$ cat config.mk
export PLATFORM = sky130hd
export DESIGN_NAME = acc_datapath_p
export DESIGN_NICKNAME = d
export VERILOG_FILES = /design/src/rtl/acc_datapath_p.sv
export SDC_FILE = /design/constraint.sdc
export NUM_CORES = 1
export LEC_CHECK = 0
export ABC_AREA = 1
export CORE_ASPECT_RATIO = 1.2
export CORE_MARGIN = 1.5
export CORE_UTILIZATION = 50
export DETAILED_ROUTE_END_ITERATION = 16
export PLACE_DENSITY = 0.82
export REMOVE_ABC_BUFFERS = 1
export SYNTH_ARGS = -nofsm -noshare
export SYNTH_HDL_FRONTEND = slang
export SYNTH_SLANG_ARGS = --single-unit
$ cat constraint.sdc
create_clock -name clk -period 2.4 [get_ports clk]
set_clock_uncertainty 0.1 [all_clocks]
set_input_delay 0.48 -clock clk [delete_from_list [all_inputs] [get_ports clk]]
set_output_delay 0.48 -clock clk [all_outputs]
set_load 0.01 [all_outputs]
$ cat src/rtl/acc_datapath_p.sv
// Accumulator-machine datapath: fetch / indirect / execute sequencer with a valid/ack memory port.
// Optional feature macro: ACC_DP_OVF_FLAG_EN adds the sticky signed-overflow output o_ovf.
module acc_datapath_p #(
    parameter int                DWIDTH   = 16,
    parameter int                AWIDTH   = 12,
    parameter logic [AWIDTH-1:0] PC_RESET = '0
) (
    input  logic              clk,
    input  logic              i_clr_reg,
    input  logic              i_run,
    output logic              o_mem_req,
    output logic              o_mem_we,
    output logic [AWIDTH-1:0] o_addr,
    output logic [DWIDTH-1:0] o_wdata,
    input  logic [DWIDTH-1:0] i_rdata,
    input  logic              i_mem_ack,
    output logic [DWIDTH-1:0] o_ac,
    output logic              o_e,
    output logic [AWIDTH-1:0] o_pc,
    output logic              o_retire,
    output logic              o_halt
`ifdef ACC_DP_OVF_FLAG_EN
    ,
    output logic              o_ovf
`endif
);

    typedef enum logic [2:0] {
        IDLE, FETCH, DECODE, INDIR, MEM_RD, MEM_WR, EXEC, HALT
    } state_e;

    typedef enum logic [2:0] {
        OP_AND, OP_ADD, OP_LDA, OP_STA, OP_BUN, OP_BSA, OP_ISZ, OP_REG
    } opcode_e;

    state_e            state;
    logic [DWIDTH-1:0] ir;
    logic [DWIDTH-1:0] dr;
    logic [AWIDTH-1:0] ar;
    logic              ind;

    opcode_e           op;
    logic [AWIDTH-1:0] addr_field;
    logic [AWIDTH-1:0] pc_inc;
    logic [DWIDTH-1:0] dr_inc;
    logic [DWIDTH:0]   add_sum;

    assign op         = opcode_e'(ir[DWIDTH-2:AWIDTH]);
    assign addr_field = ir[AWIDTH-1:0];
    assign pc_inc     = o_pc + AWIDTH'(1);
    assign dr_inc     = dr + DWIDTH'(1);
    assign add_sum    = {1'b0, o_ac} + {1'b0, dr};

`ifdef ACC_DP_OVF_FLAG_EN
    logic add_ovf;
    assign add_ovf = (o_ac[DWIDTH-1] == dr[DWIDTH-1]) && (add_sum[DWIDTH-1] != o_ac[DWIDTH-1]);
`endif

    // Where a memory-reference op goes once its effective address is known.
    function automatic state_e route(input opcode_e opc);
        case (opc)
            OP_BUN:         return EXEC;
            OP_STA, OP_BSA: return MEM_WR;
            default:        return MEM_RD;
        endcase
    endfunction

    // Each memory state first raises o_mem_req, then completes on ack; req is therefore
    // always low for at least one cycle between transfers.
    always_ff @(posedge clk) begin
        if (i_clr_reg) begin
            state     <= IDLE;
            o_ac      <= '0;
            o_e       <= 1'b0;
            ir        <= '0;
            dr        <= '0;
            ar        <= '0;
            ind       <= 1'b0;
            o_pc      <= PC_RESET;
            o_mem_req <= 1'b0;
            o_mem_we  <= 1'b0;
            o_addr    <= '0;
            o_wdata   <= '0;
            o_retire  <= 1'b0;
            o_halt    <= 1'b0;
`ifdef ACC_DP_OVF_FLAG_EN
            o_ovf     <= 1'b0;
`endif
        end else begin
            // NOTE: non-blocking defaults first; a later assignment in the same block wins, so
            // o_retire can only ever be a one-cycle pulse.
            o_retire <= 1'b0;
            case (state)
                IDLE: if (i_run && !o_halt) state <= FETCH;

                FETCH: begin
                    if (!o_mem_req) begin
                        o_mem_req <= 1'b1;
                        o_mem_we  <= 1'b0;
                        o_addr    <= o_pc;
                    end else if (i_mem_ack) begin
                        o_mem_req <= 1'b0;
                        ir        <= i_rdata;
                        o_pc      <= pc_inc;
                        state     <= DECODE;
                    end
                end

                DECODE: begin
                    ind <= ir[DWIDTH-1];
                    if (op == OP_REG) begin
                        state <= EXEC;
                    end else if (ir[DWIDTH-1]) begin
                        state <= INDIR;
                    end else begin
                        ar    <= addr_field;
                        state <= route(op);
                    end
                end

                INDIR: begin
                    if (!o_mem_req) begin
                        o_mem_req <= 1'b1;
                        o_mem_we  <= 1'b0;
                        o_addr    <= addr_field;
                    end else if (i_mem_ack) begin
                        o_mem_req <= 1'b0;
                        ar        <= i_rdata[AWIDTH-1:0];
                        state     <= route(op);
                    end
                end

                MEM_RD: begin
                    if (!o_mem_req) begin
                        o_mem_req <= 1'b1;
                        o_mem_we  <= 1'b0;
                        o_addr    <= ar;
                    end else if (i_mem_ack) begin
                        o_mem_req <= 1'b0;
                        dr        <= i_rdata;
                        state     <= EXEC;
                    end
                end

                MEM_WR: begin
                    if (!o_mem_req) begin
                        o_mem_req <= 1'b1;
                        o_mem_we  <= 1'b1;
                        o_addr    <= ar;
                        case (op)
                            OP_STA:  o_wdata <= o_ac;
                            OP_BSA:  o_wdata <= DWIDTH'(o_pc);
                            default: o_wdata <= dr;
                        endcase
                    end else if (i_mem_ack) begin
                        o_mem_req <= 1'b0;
                        o_mem_we  <= 1'b0;
                        if (op == OP_BSA) o_pc <= ar + AWIDTH'(1);
                        o_retire  <= 1'b1;
                        state     <= IDLE;
                    end
                end

                EXEC: begin
                    o_retire <= 1'b1;
                    state    <= IDLE;
                    if (op == OP_REG) begin
                        // Register reference: only the highest set bit acts; I=1 is an I/O no-op.
                        if (!ind) begin
                            if (ir[11])      o_ac <= '0;
                            else if (ir[10]) begin
                                o_e <= 1'b0;
`ifdef ACC_DP_OVF_FLAG_EN
                                o_ovf <= 1'b0;
`endif
                            end
                            else if (ir[9])  o_ac <= ~o_ac;
                            else if (ir[8])  o_e <= ~o_e;
                            else if (ir[7])  {o_ac, o_e} <= {o_e, o_ac};
                            else if (ir[6])  {o_e, o_ac} <= {o_ac, o_e};
                            else if (ir[5])  o_ac <= o_ac + DWIDTH'(1);
                            else if (ir[4])  begin if (!o_ac[DWIDTH-1]) o_pc <= pc_inc; end
                            else if (ir[3])  begin if (o_ac[DWIDTH-1]) o_pc <= pc_inc; end
                            else if (ir[2])  begin if (o_ac == '0) o_pc <= pc_inc; end
                            else if (ir[1])  begin if (!o_e) o_pc <= pc_inc; end
                            else if (ir[0])  begin
                                o_halt <= 1'b1;
                                state  <= HALT;
                            end
                        end
                    end else begin
                        case (op)
                            OP_AND: o_ac <= o_ac & dr;
                            OP_ADD: begin
                                {o_e, o_ac} <= add_sum;
`ifdef ACC_DP_OVF_FLAG_EN
                                if (add_ovf) o_ovf <= 1'b1;
`endif
                            end
                            OP_LDA: o_ac <= dr;
                            OP_BUN: o_pc <= ar;
                            OP_ISZ: begin
                                dr       <= dr_inc;
                                if (dr_inc == '0) o_pc <= pc_inc;
                                o_retire <= 1'b0;
                                state    <= MEM_WR;
                            end
                            default: ;
                        endcase
                    end
                end

                HALT: ;

                default: state <= IDLE;
            endcase
        end
    end

endmodule

==> results by group <==
Die
  – Die Span Y: around 140 µm
  – Number of I/O pins: 81
  – Core Area: around 16000 µm²
  – Initial Utilization: 0.510
  – Die W: 120 µm
  – Placement row count: 51
  – Area of the die: between 15000 and 20000 µm²

Synthesis
  – Mapped cell area: about 8300 µm²
  – Avg Synthesized Cell Area: between 6 and 7 µm²
  – Ys flop type: dfxtp_1
  – Post-synthesis register bit count: 109
  – Post-synth ARST share: 0
  – Post-Syn Instances: around 1400
  – Unique masters post-synth: 45
  – Sequential-to-total area share from yosys stat: 0.264
  – EDFF count, synth: 0
  – Ys Warns: 0

Layout
  – Area delta synth->final: 19.1%
  – Layout cell share with drive strength beyond 1: 0.0820
  – Multi-input combinational cell area: between 5000 and 6000 µm²
  – Commonest non-fill, non-tap cell in the layout: nand2_1
  – Fillers: roughly 1600
  – N_diodes: 0
  – Fin cells: roughly 1700
  – Most frequent cells in the layout: nand2_1 (335), a21oi_1 (164), inv_1 (154)
  – Final nets: 1502
  – Sequential cell area: 2180 µm²

Clock network
  – TritonCTS buffer count: 9
  – Worst skew pair latency: approximately 0.36 ns
  – CTS Buffer Depth: 2
  – H-tree Lvls: 3
  – Post-cts gate resize count: 0
  – Clock tree root buffer cell: clkbuf_16
  – Clk sinks: roughly 110
  – CTS tree: done
  – Clock slew at reported path FFs: around 0.080 ns
  – Cts hold-fix bufs: 0
  – Setup bufs post-CTS: 0

Hold path
  – Worst min path class: reg2reg

Timing
  – Final setup fails: 0
  – Final Hold Fails: 0
  – Fin. max-slew vios: 0
  – Max transition margin: 0.612
  – Max Fclk: around 440 MHz
  – Final worst path period need: about 2.3 ns
  – Final Cycle Share: 0.948
  – RSZ-0062 raised after global routing: false
  – PnR worst setup slack: between 0.1 and 0.15 ns
  – Setup TNS: 0 ns
  – Worst-Margin Slew: between 0.5 and 0.6 ns
  – Hold_ws: ~0.37 ns

Pwr
  – Peak VDD IR: approximately 0.38 mV
  – LEAKAGE: just over 4 nW
  – Power Total: approximately 5.8 mW
  – PwrDens: just under 600 nW/µm²

Placed design
  – DP Worst Slack: slightly below 0.07 ns
  – Placed insts: approximately 1700
  – HPWL after DPL: roughly 23000 µm
  – Final Wtd Congestion: about 1
  – IO Port Bufs: 80

Global route
  – First-pass GRT wire length: 46900 µm
  – GRT overflow: 0
  – Vias in the first global route: between 9000 and 10000
  – Largest net degree at the start of global routing: 34
  – All-Layer GR Usage: 0.345
  – Initial antenna violation count: 0

Critical path
  – Worst path required time: about 2.6 ns
  – Worst Setup End Kind: register
  – Max Fanout on Critical Path: 24
  – Setup Crit Path Kind: reg2reg
  – Startpoint class of the critical path: register
  – Worst Path Arrival: between 2 and 2.5 ns

Route
  – DR vias/cell: just under 6
  – Initial DRC Count: 1194
  – Post-Route WL: 30300 µm
  – Post-route ant nets: 0
  – Detailed Routing Iterations Pass 1: 6
  – DRC violation count after routing: 0
  – Via count: 9974
  – Routed length per placed instance: approximately 18 µm

Run status
  – Status: complete, no violations

Job
  – Total of max-cap violations: 0
## cell families (layout without fill, tap and decap cells)
group / count (synthesis) / in the layout / synth area share
AOI/OAI and AO/OA: 385 / 385 / 0.260
muxes: 1 / 1 / 0.00121
DFF: 109 / 109 / 0.264
buffers and inverters: 240 / 329 / 0.117
adders and majority gates: 23 / 23 / 0.0357
xor gates and xnor gates: 6 / 6 / 0.00635
and+or+nand+nor: 611 / 611 / 0.316
## power breakdown
part           leakage (nW)  internal, mW  total, mW  switching [mW]
registers             0.884          2.05       2.35           0.302
clock network         0.130         0.709       1.43           0.718
logic                  3.09         0.878       2.01            1.13
total                  4.10          3.63       5.78            2.15
## through the flow
step	util	area (µm²)
floorplan	-	7930
global placement	0.590	9560
detailed placement	0.590	9560
CTS	0.607	9830
global route	0.608	9850
finish	0.608	9850
## cells in the mapped netlist (all sizes together), types with 5 or more instances
| library cell | number | area, µm² |
|---|---|---|
| xor2 | 5 | 43.8 |
| nand3 | 94 | 475 |
| ha | 22 | 275 |
| o211ai | 6 | 45.0 |
| nor4 | 6 | 37.5 |
| nand2 | 342 | 1310 |
| a221oi | 18 | 158 |
| a21oi | 165 | 837 |
| a31oi | 29 | 181 |
| nor2 | 118 | 490 |
| o22ai | 7 | 43.8 |
| inv | 164 | 618 |
| nand4 | 23 | 144 |
| buf | 26 | 158 |
| o21ai | 132 | 661 |
| clkbuf | 49 | 188 |
| dfxtp | 109 | 2180 |
| o221ai | 12 | 105 |
| a211oi | 7 | 52.6 |
| nor3 | 22 | 115 |
## state kept, by name, summed over array words and instances (netlist names)
| signal | count |
|---|---|
| ar | 12 |
| dr | 16 |
| ind | 1 |
| ir | 16 |
| o_ac | 16 |
| o_addr | 12 |
| o_e | 1 |
| o_halt | 1 |
| o_mem_req | 1 |
| o_mem_we | 1 |
| o_pc | 12 |
| o_retire | 1 |
| o_wdata | 16 |
| state | 3 |
## worst paths after layout
path | startpoint | to | slack [ns] | cells after the start
worst min-delay path | o_halt | o_halt | 0.37 | 2
worst max register to register | dr[8] | o_pc[1] | 0.13 | 12
worst max-delay path | dr[8] | o_pc[1] | 0.13 | 12
worst min register to register | o_halt | o_halt | 0.37 | 2
## critical path, cell delays in order (launching register included)
cell and delay, ns:
dfxtp_1 0.52, nand2_1 0.17, nor2_1 0.22, nand2_1 0.13, o21ai_1 0.13, nand2_1 0.07
nor2_1 0.14, nand4_1 0.19, nand2_2 0.14, buf_12 0.16, nand3_1 0.08, nand2_1 0.06
nor2_1 0.04
## cell type report
type / count / area share
multi-input cells: 1026 / 0.521
flip-flops and latches: 109 / 0.222
repair buffers: 148 / 0.139
inverters: 165 / 0.0631
well taps: 212 / 0.0269
clock buffers: 11 / 0.0236
clock inverters: 5 / 0.00356
## per-layer routing
metal | global-route usage | part of all wire | vias up
li1 | - | - | 4813
met1 | 0.427 | 0.39 | 4486
met2 | 0.558 | 0.46 | 540
met3 | 0.0488 | 0.085 | 135
met4 | 0.231 | 0.066 | 0
met5 | 0 | 0 | -
Note: power is estimated with default switching activity, not from simulation.
